### src/rtl/foo_share_sched.sv
// Round-robin time-share of one foo datapath; responses return FOO_LAT+2 cycles after handshake, no rsp backpressure.
// Optional per-requester grant counters (grant_cnt/stats_clr) under FOO_SHARE_SCHED_STATS_EN.
module foo_share_sched #(
  parameter int NUM_REQ = 2,
  parameter int DATA_W  = 64,
  parameter int FOO_LAT = 1
) (
  input  logic                        clk,
  input  logic                        rst_n,
  input  logic                        en,
  output logic                        idle,
  input  logic [NUM_REQ-1:0]          req_valid,
  output logic [NUM_REQ-1:0]          req_ready,
  input  logic [NUM_REQ*DATA_W-1:0]   req_data,
  output logic [NUM_REQ-1:0]          rsp_valid,
  output logic [DATA_W-1:0]           rsp_data,
  output logic [DATA_W-1:0]           foo_a,
  input  logic [DATA_W-1:0]           foo_x
`ifdef FOO_SHARE_SCHED_STATS_EN
  ,
  input  logic                        stats_clr,
  output logic [NUM_REQ*16-1:0]       grant_cnt
`endif
);

  localparam int IDX_W = (NUM_REQ > 1) ? $clog2(NUM_REQ) : 1;
  localparam int DEPTH = FOO_LAT + 1;

  typedef enum logic [1:0] {ST_IDLE, ST_RUN, ST_DRAIN} state_t;
  typedef struct packed {
    logic             vld;
    logic [IDX_W-1:0] idx;
  } tag_t;

  state_t                state_q, state_d;
  logic [IDX_W-1:0]      rr_ptr_q, rr_ptr_d;
  tag_t [DEPTH-1:0]      tag_q, tag_d;
  logic [DATA_W-1:0]     foo_a_q, foo_a_d;
  logic [NUM_REQ-1:0]    rsp_valid_q, rsp_valid_d;
  logic [DATA_W-1:0]     rsp_data_q, rsp_data_d;
  logic                  grant_vld;
  logic [IDX_W-1:0]      grant_idx;
  logic                  pipe_busy;

  // First valid requester at or after rr_ptr, wrapping.
  always_comb begin : arb
    int j;
    j         = 0;
    grant_vld = 1'b0;
    grant_idx = '0;
    req_ready = '0;
    if (state_q == ST_RUN && en) begin
      for (int k = 0; k < NUM_REQ; k++) begin
        j = (int'(rr_ptr_q) + k) % NUM_REQ;
        if (!grant_vld && req_valid[j]) begin
          grant_vld = 1'b1;
          grant_idx = IDX_W'(j);
        end
      end
      req_ready[grant_idx] = grant_vld;
    end
  end

  always_comb begin
    pipe_busy = 1'b0;
    for (int k = 0; k < DEPTH; k++) pipe_busy = pipe_busy | tag_q[k].vld;
  end

  always_comb begin
    state_d = state_q;
    case (state_q)
      ST_IDLE:  if (en) state_d = ST_RUN;
      ST_RUN:   if (!en) state_d = ST_DRAIN;
      ST_DRAIN: begin
        if (en)             state_d = ST_RUN;
        else if (!pipe_busy) state_d = ST_IDLE;
      end
      default:  state_d = ST_IDLE;
    endcase
  end

  always_comb begin
    rr_ptr_d    = rr_ptr_q;
    foo_a_d     = foo_a_q;
    rsp_valid_d = '0;
    rsp_data_d  = rsp_data_q;
    if (grant_vld) begin
      rr_ptr_d = (grant_idx == IDX_W'(NUM_REQ - 1)) ? '0 : grant_idx + IDX_W'(1);
      foo_a_d  = req_data[grant_idx*DATA_W +: DATA_W];
    end
    tag_d[0].vld = grant_vld;
    tag_d[0].idx = grant_idx;
    for (int k = 1; k < DEPTH; k++) tag_d[k] = tag_q[k-1];
    // Last stage lines up with foo_x for the operand issued FOO_LAT+1 cycles ago.
    if (tag_q[DEPTH-1].vld) begin
      rsp_valid_d[tag_q[DEPTH-1].idx] = 1'b1;
      rsp_data_d                      = foo_x;
    end
  end

  always_ff @(posedge clk) begin
    if (!rst_n) begin
      state_q     <= ST_IDLE;
      rr_ptr_q    <= '0;
      tag_q       <= '0;
      foo_a_q     <= '0;
      rsp_valid_q <= '0;
      rsp_data_q  <= '0;
    end else begin
      state_q     <= state_d;
      rr_ptr_q    <= rr_ptr_d;
      tag_q       <= tag_d;
      foo_a_q     <= foo_a_d;
      rsp_valid_q <= rsp_valid_d;
      rsp_data_q  <= rsp_data_d;
    end
  end

  assign foo_a     = foo_a_q;
  assign rsp_valid = rsp_valid_q;
  assign rsp_data  = rsp_data_q;
  assign idle      = (state_q == ST_IDLE) && !pipe_busy && !(|rsp_valid_q);

`ifdef FOO_SHARE_SCHED_STATS_EN
  logic [15:0] cnt_q [NUM_REQ];
  logic [15:0] cnt_d [NUM_REQ];

  // Clear wins over a same-cycle grant; counters saturate.
  always_comb begin
    for (int i = 0; i < NUM_REQ; i++) begin
      cnt_d[i] = cnt_q[i];
      if (stats_clr)
        cnt_d[i] = '0;
      else if (grant_vld && grant_idx == IDX_W'(i) && cnt_q[i] != 16'hFFFF)
        cnt_d[i] = cnt_q[i] + 16'd1;
      grant_cnt[i*16 +: 16] = cnt_q[i];
    end
  end

  always_ff @(posedge clk) begin
    for (int i = 0; i < NUM_REQ; i++) begin
      if (!rst_n) cnt_q[i] <= '0;
      else        cnt_q[i] <= cnt_d[i];
    end
  end
`endif

endmodule

### config.mk
export PLATFORM = sky130hd
export DESIGN_NAME = foo_share_sched
export DESIGN_NICKNAME = d
export VERILOG_FILES = /design/src/rtl/foo_share_sched.sv
export SDC_FILE = /design/constraint.sdc
export NUM_CORES = 1
export LEC_CHECK = 0
export BUFFER_PORTS_ARGS = -buffer_cell sky130_fd_sc_hd__buf_2
export CORE_AREA = 2 2 128 130
export DETAILED_ROUTE_END_ITERATION = 10
export DIE_AREA = 0 0 130 132
export PLACE_DENSITY = 0.72
export SETUP_SLACK_MARGIN = 0.3
export SLEW_MARGIN = 15
export SYNTH_ARGS = -nofsm -noshare
export SYNTH_HDL_FRONTEND = slang
export SYNTH_SLANG_ARGS = --single-unit
### constraint.sdc
create_clock -name clk -period 1.35 [get_ports clk]
set_input_delay 0.135 -clock clk [delete_from_list [all_inputs] [get_ports clk]]
set_output_delay 0.135 -clock clk [all_outputs]
set_load 0.02 [all_outputs]
# Yosys cells after proc, flatten, opt, wreduce, memory -nomap -nowiden
# Cells that the tools add are included.
[totals] mem_count=0 register_bits=137 elab_cells=64 mem_bits_ro=0 latch_bits=0 ram_bits=0 out_inout_bits=133 in_bits=197
[op_classes] div=0 addsub=2 n_shift=1 reduce_logical=13 n_eq_ne=5 n_mux=25 n_bitwise=3 order_cmp=6 n_mul=0
[op_table] operator="variable part select 128 x 8 -> 64 bit" count=1
[op_table] operator="two-way mux 1 bit" count=17
[op_table] operator="two-way mux 2 bit" count=5
[op_table] operator="logical AND 1 bit" count=6
[op_table] operator="less-than comparator 1 x 2 -> 1 bit (second input constant)" count=3
[op_table] operator="one-hot mux 2 bit (3 select lines)" count=1
[op_table] operator="inequality test 2 bit (second input constant)" count=2
[op_table] operator="logical NOT 1 bit" count=3
[op_table] operator="less-than comparator 2 x 3 -> 1 bit (second input constant)" count=1
[op_table] operator="inequality test 3 bit (second input constant)" count=1
[op_table] operator="AND reduction 3 bit" count=1
[op_table] operator="adder 1 bit (second input constant)" count=2
[op_table] operator="AND 2 bit" count=1
[op_table] operator="demux 1 bit (select 1 bit)" count=2
[op_table] operator="equality test 2 x 1 -> 1 bit (second input constant)" count=1
[op_table] operator="equality test 2 bit (second input constant)" count=1
[op_table] operator="greater-or-equal comparator 1 bit (second input constant)" count=2
[op_table] operator="logical NOT 2 bit" count=1
[op_table] operator="AND reduction 2 bit" count=1
[op_table] operator="OR reduction 2 bit" count=1
[op_table] operator="AND 1 bit (first input constant)" count=1
[op_table] operator="OR 1 bit" count=1

# Depth between registers and ports, before layout
[logic_depth] depth_word=14 mapped_depth=6 mapped_depth_nobuf=3

# Worst setup path after synthesis
# OpenSTA, ideal clock, no wires.
[synth_path] path_type="register to output" from="reg tag_q[3] (netlist name)" to="out idle" path_buffers=1 arrival_ps=1357 stages_incl_launch_ff=4 t_required_ps=1215 path_slack_ps=-142 path_cell_list="dfxtp_1 -> clkbuf_1 -> or4_1 -> nor3_1"
[synth_between] elab_chain_len=4
[synth_lines] element="from (decl)" line="37" rtl="tag_t [DEPTH-1:0] tag_q, tag_d;"
[synth_lines] element="from (signal assigned)" line="112" rtl="tag_q <= tag_d;"
[synth_lines] element="OR 1 bit" line="66" rtl="for (int k = 0; k < DEPTH; k++) pipe_busy = pipe_busy | tag_q[k].vld;"
[synth_lines] element="logical NOT 1 bit" line="122" rtl="assign idle = (state_q == ST_IDLE) && !pipe_busy && !(|rsp_valid_q);"
[synth_lines] element="logical AND 1 bit (2 in a row)" line="122"
[synth_lines] element="to (decl)" line="11" rtl="output logic idle,"
# Every way passes these cells.

# Worst setup path in the final report
# Ends and elaborated chain as after synthesis.

==> flow_metrics.py <==
metrics = {
    "floorplan": {
        "start_util": 0.374,
        "io_pins": 330,
        "fp.dieH_um": 132,
        "rows": 46,
        "die_x_um": 130,
        "core_area_sq_mm": 0.0157,
        "dieArea_sq_mm": 0.0172,
    },
    "clock_network": {
        "clkTransAtPathRegs_ps": 60,
        "cts_htree_levels": 4,
        "ctsLongestPathBuffers": 2,
        "cts_buffers": 17,
        "clock-sinks": 137,
        "clk_latency_ps": 420,
        "cts_root_buffer": "clkbuf_16",
        "cts_tree": "built",
    },
    "power": {
        "vdd_drop_max_mv": 0.778,
        "switching_power_mw": 2.91,
        "clkPwrFrac": 0.430,
        "swShare": 0.267,
        "internal_power_mw": 8.00,
        "p_seq_frac": 0.385,
        "p_comb_frac": 0.185,
        "cellLeakagePower_nw": 5.12,
        "p_per_area_mw_per_mm2": 901,
    },
    "sta": {
        "hold_ws_ps": 27.3,
        "skew_ps": 12.3,
        "period_minus_slack_ps": 1730,
        "layout_setup_ws_ps": -384,
        "period_share": 1.28,
        "hold_violations": 0,
        "report.final.slew_viol_count": 0,
        "fmax_mhz": 577,
        "rsz0062_at_grt": "yes",
        "slew_headroom": 0.748,
        "tightest_slew_ps": 378,
        "setup_viol": 71,
    },
    "synthesis": {
        "synth_edf_count": 0,
        "synth_top_family_by_area": "compound AO/OA/AOI/OAI gates",
        "async_reset_ff_frac": 0,
        "avgSynthCellArea_sq_um": 9.61,
        "syn-cell-area_sq_mm": 0.00588,
        "synth_area_leader_cell": "dfxtp_1",
        "synth_compound_area_frac": 0.171,
        "synthXorXnorAreaFrac": 0,
        "syn_nets": 809,
        "synth_cell_types": 25,
        "yosysWarnings": 0,
        "synth_flop_cell": "dfxtp_1",
        "synthAdderAreaFrac": 0,
        "synth_mux_area_frac": 0.109,
        "yosys.area_share.simple": 0.153,
        "synth_top_area_share": 0.466,
        "ys_top_cells_by_area": "dfxtp_1 47%, mux2i_1 11%, and3b_1 9.7%",
        "ys_seq_elements": 137,
        "yosys.cell_count.top_type": "dfxtp_1",
        "seq_area_frac_synth": 0.466,
        "synth_common_cells": "137 x dfxtp_1, 67 x inv_1, 65 x and3b_1, 65 x nor2_1",
        "synthCells": 612,
    },
    "critical_path": {
        "required_ps": 1220,
        "regToRegStartpoint": "state_q[1]",
        "setup.worst_path.class": "flip-flop to primary output",
        "crit_path_start_kind": "flip-flop",
        "cp.arrival_ps": 1600,
        "crit_start": "tag_q[3]",
        "cp_num_buf_inv": 1,
        "cpPeakStageDelay_ps": 540,
        "critPathSlowestCell": "or4_4",
        "crit_family": "simple AND/OR/NAND/NOR gates",
        "worstSetupEndpointType": "primary output",
        "cp_max_fo": 2,
        "path_cells": "or4_4, nor3_4, buf_6",
    },
    "placed_design": {
        "post_dp_cell_area_sq_mm": 0.00789,
        "place.gp.congestion": 0.846,
        "dpl.hpwl_um": 12300,
        "port_buffers": 329,
    },
    "routing": {
        "routed_wl_um": 27400,
        "vias": 6795,
        "wl_per_cell_um": 21.6,
        "drtPass1Iterations": 7,
        "ant_nets": 0,
        "dr.first_iter.drc_count": 313,
        "drc": 0,
        "vias_per_cell": 5.36,
    },
    "global_route": {
        "grt_max_degree": 78,
        "antenna_found_initial": 0,
        "grt_usage": 0.274,
        "grt_pass1_vias": 6746,
        "grt_pass1_wl_um": 36800,
        "overflow": 0,
    },
    "layout": {
        "drive_above_1_share": 0.641,
        "area_growth_pct": 106,
        "nets": 1236,
        "diodes": 0,
        "design_area_sq_mm": 0.0121,
    },
    "hold_path": {
        "min-delay-start": "foo_x[29]",
        "hp-class": "input port to flip-flop",
    },
    "flow_run": {
        "cap_violations": 0,
    },
    "outcome": {
        "status": "complete, but fails checks",
        "failed_checks": "setup timing",
    },
}
## path summary, 6_finish.rpt
check,end,slack (ps),cells past startpoint
setup / recovery,idle,-380,3
hold / removal,rsp_data[29],30,3
setup reg to reg,foo_a[27],-260,8
hold reg to reg,rsp_valid[0],390,1
## through the flow
step	total power [mW]	setup WS, ps	utilization	instances	setup TNS [ps]
2_1_floorplan	4.88	40.9	-	612	0
3_3_place_gp	5.35	-20.9	0.502	1114	-20.9
3_5_place_dp	5.36	-60.5	0.502	1114	-1440
4_1_cts	10.6	-411	0.697	1254	-13710
5_1_grt	11.2	-433	0.771	1268	-17870
6_report	10.9	-384	0.771	1268	-14480
## cell families after synthesis
group                  count (synthesis)
AO/OA/AOI/OAI                        135
buffers and inverters                132
multiplexers                          64
flip-flops                           137
AND/OR/NAND/NOR                      144
## state kept, by name, indices dropped and copies added, names as in the netlist
name       flops
foo_a         64
rr_ptr_q       1
rsp_data      64
rsp_valid      2
state_q        2
tag_d          2
tag_q          2
## routing by layer
layer  part of all wire  up-vias  track usage
met5                  0        -            0
met4              0.033        0       0.0938
met3              0.080       74       0.0755
met2               0.51      360        0.485
met1               0.37     3285        0.314
li1                   -     3076            -
## layout by cell type, fill, tap and decap left out, types with 33 or more instances in the layout
cell type        n
a31oi_1         33
and3b_1         64
buf_2          195
buf_4           37
buf_6          127
dfxtp_2        122
dlygate4sd3_1   64
inv_1           65
mux2i_1         64
nor2_1          65
o32ai_2         45
## timing repair
action	CTS	global route
pin swaps	64	54
hold endpoints to repair	65	0
setup buffers	20	9
setup endpoints to repair	229	259
gates cloned	24	5
gates resized for setup	248	279
hold buffers	64	0
## power groups by stage
stage | sequential (mW) | clock [mW] | combinational (mW)
6_report | 4.20 | 4.70 | 2.02
5_1_grt | 4.20 | 4.93 | 2.11
4_1_cts | 4.17 | 4.73 | 1.74
3_5_place_dp | 4.25 | 0 | 1.11
3_3_place_gp | 4.25 | 0 | 1.10
2_1_floorplan | 4.35 | 0 | 0.528
## layout make-up
type	instances	area (sq um)
sequential	137	2900
multi-input combinational	343	3570
fill	907	3600
tap	216	270
clock buffer	19	443
inverter	67	251
clock inverter	13	144
timing repair buffer	473	4530
## worst min-delay path: stages
cell,delay (ps)
buf_2,110
mux2i_1,80
nor2_1,70
Note: power is estimated with default switching activity, not from simulation.
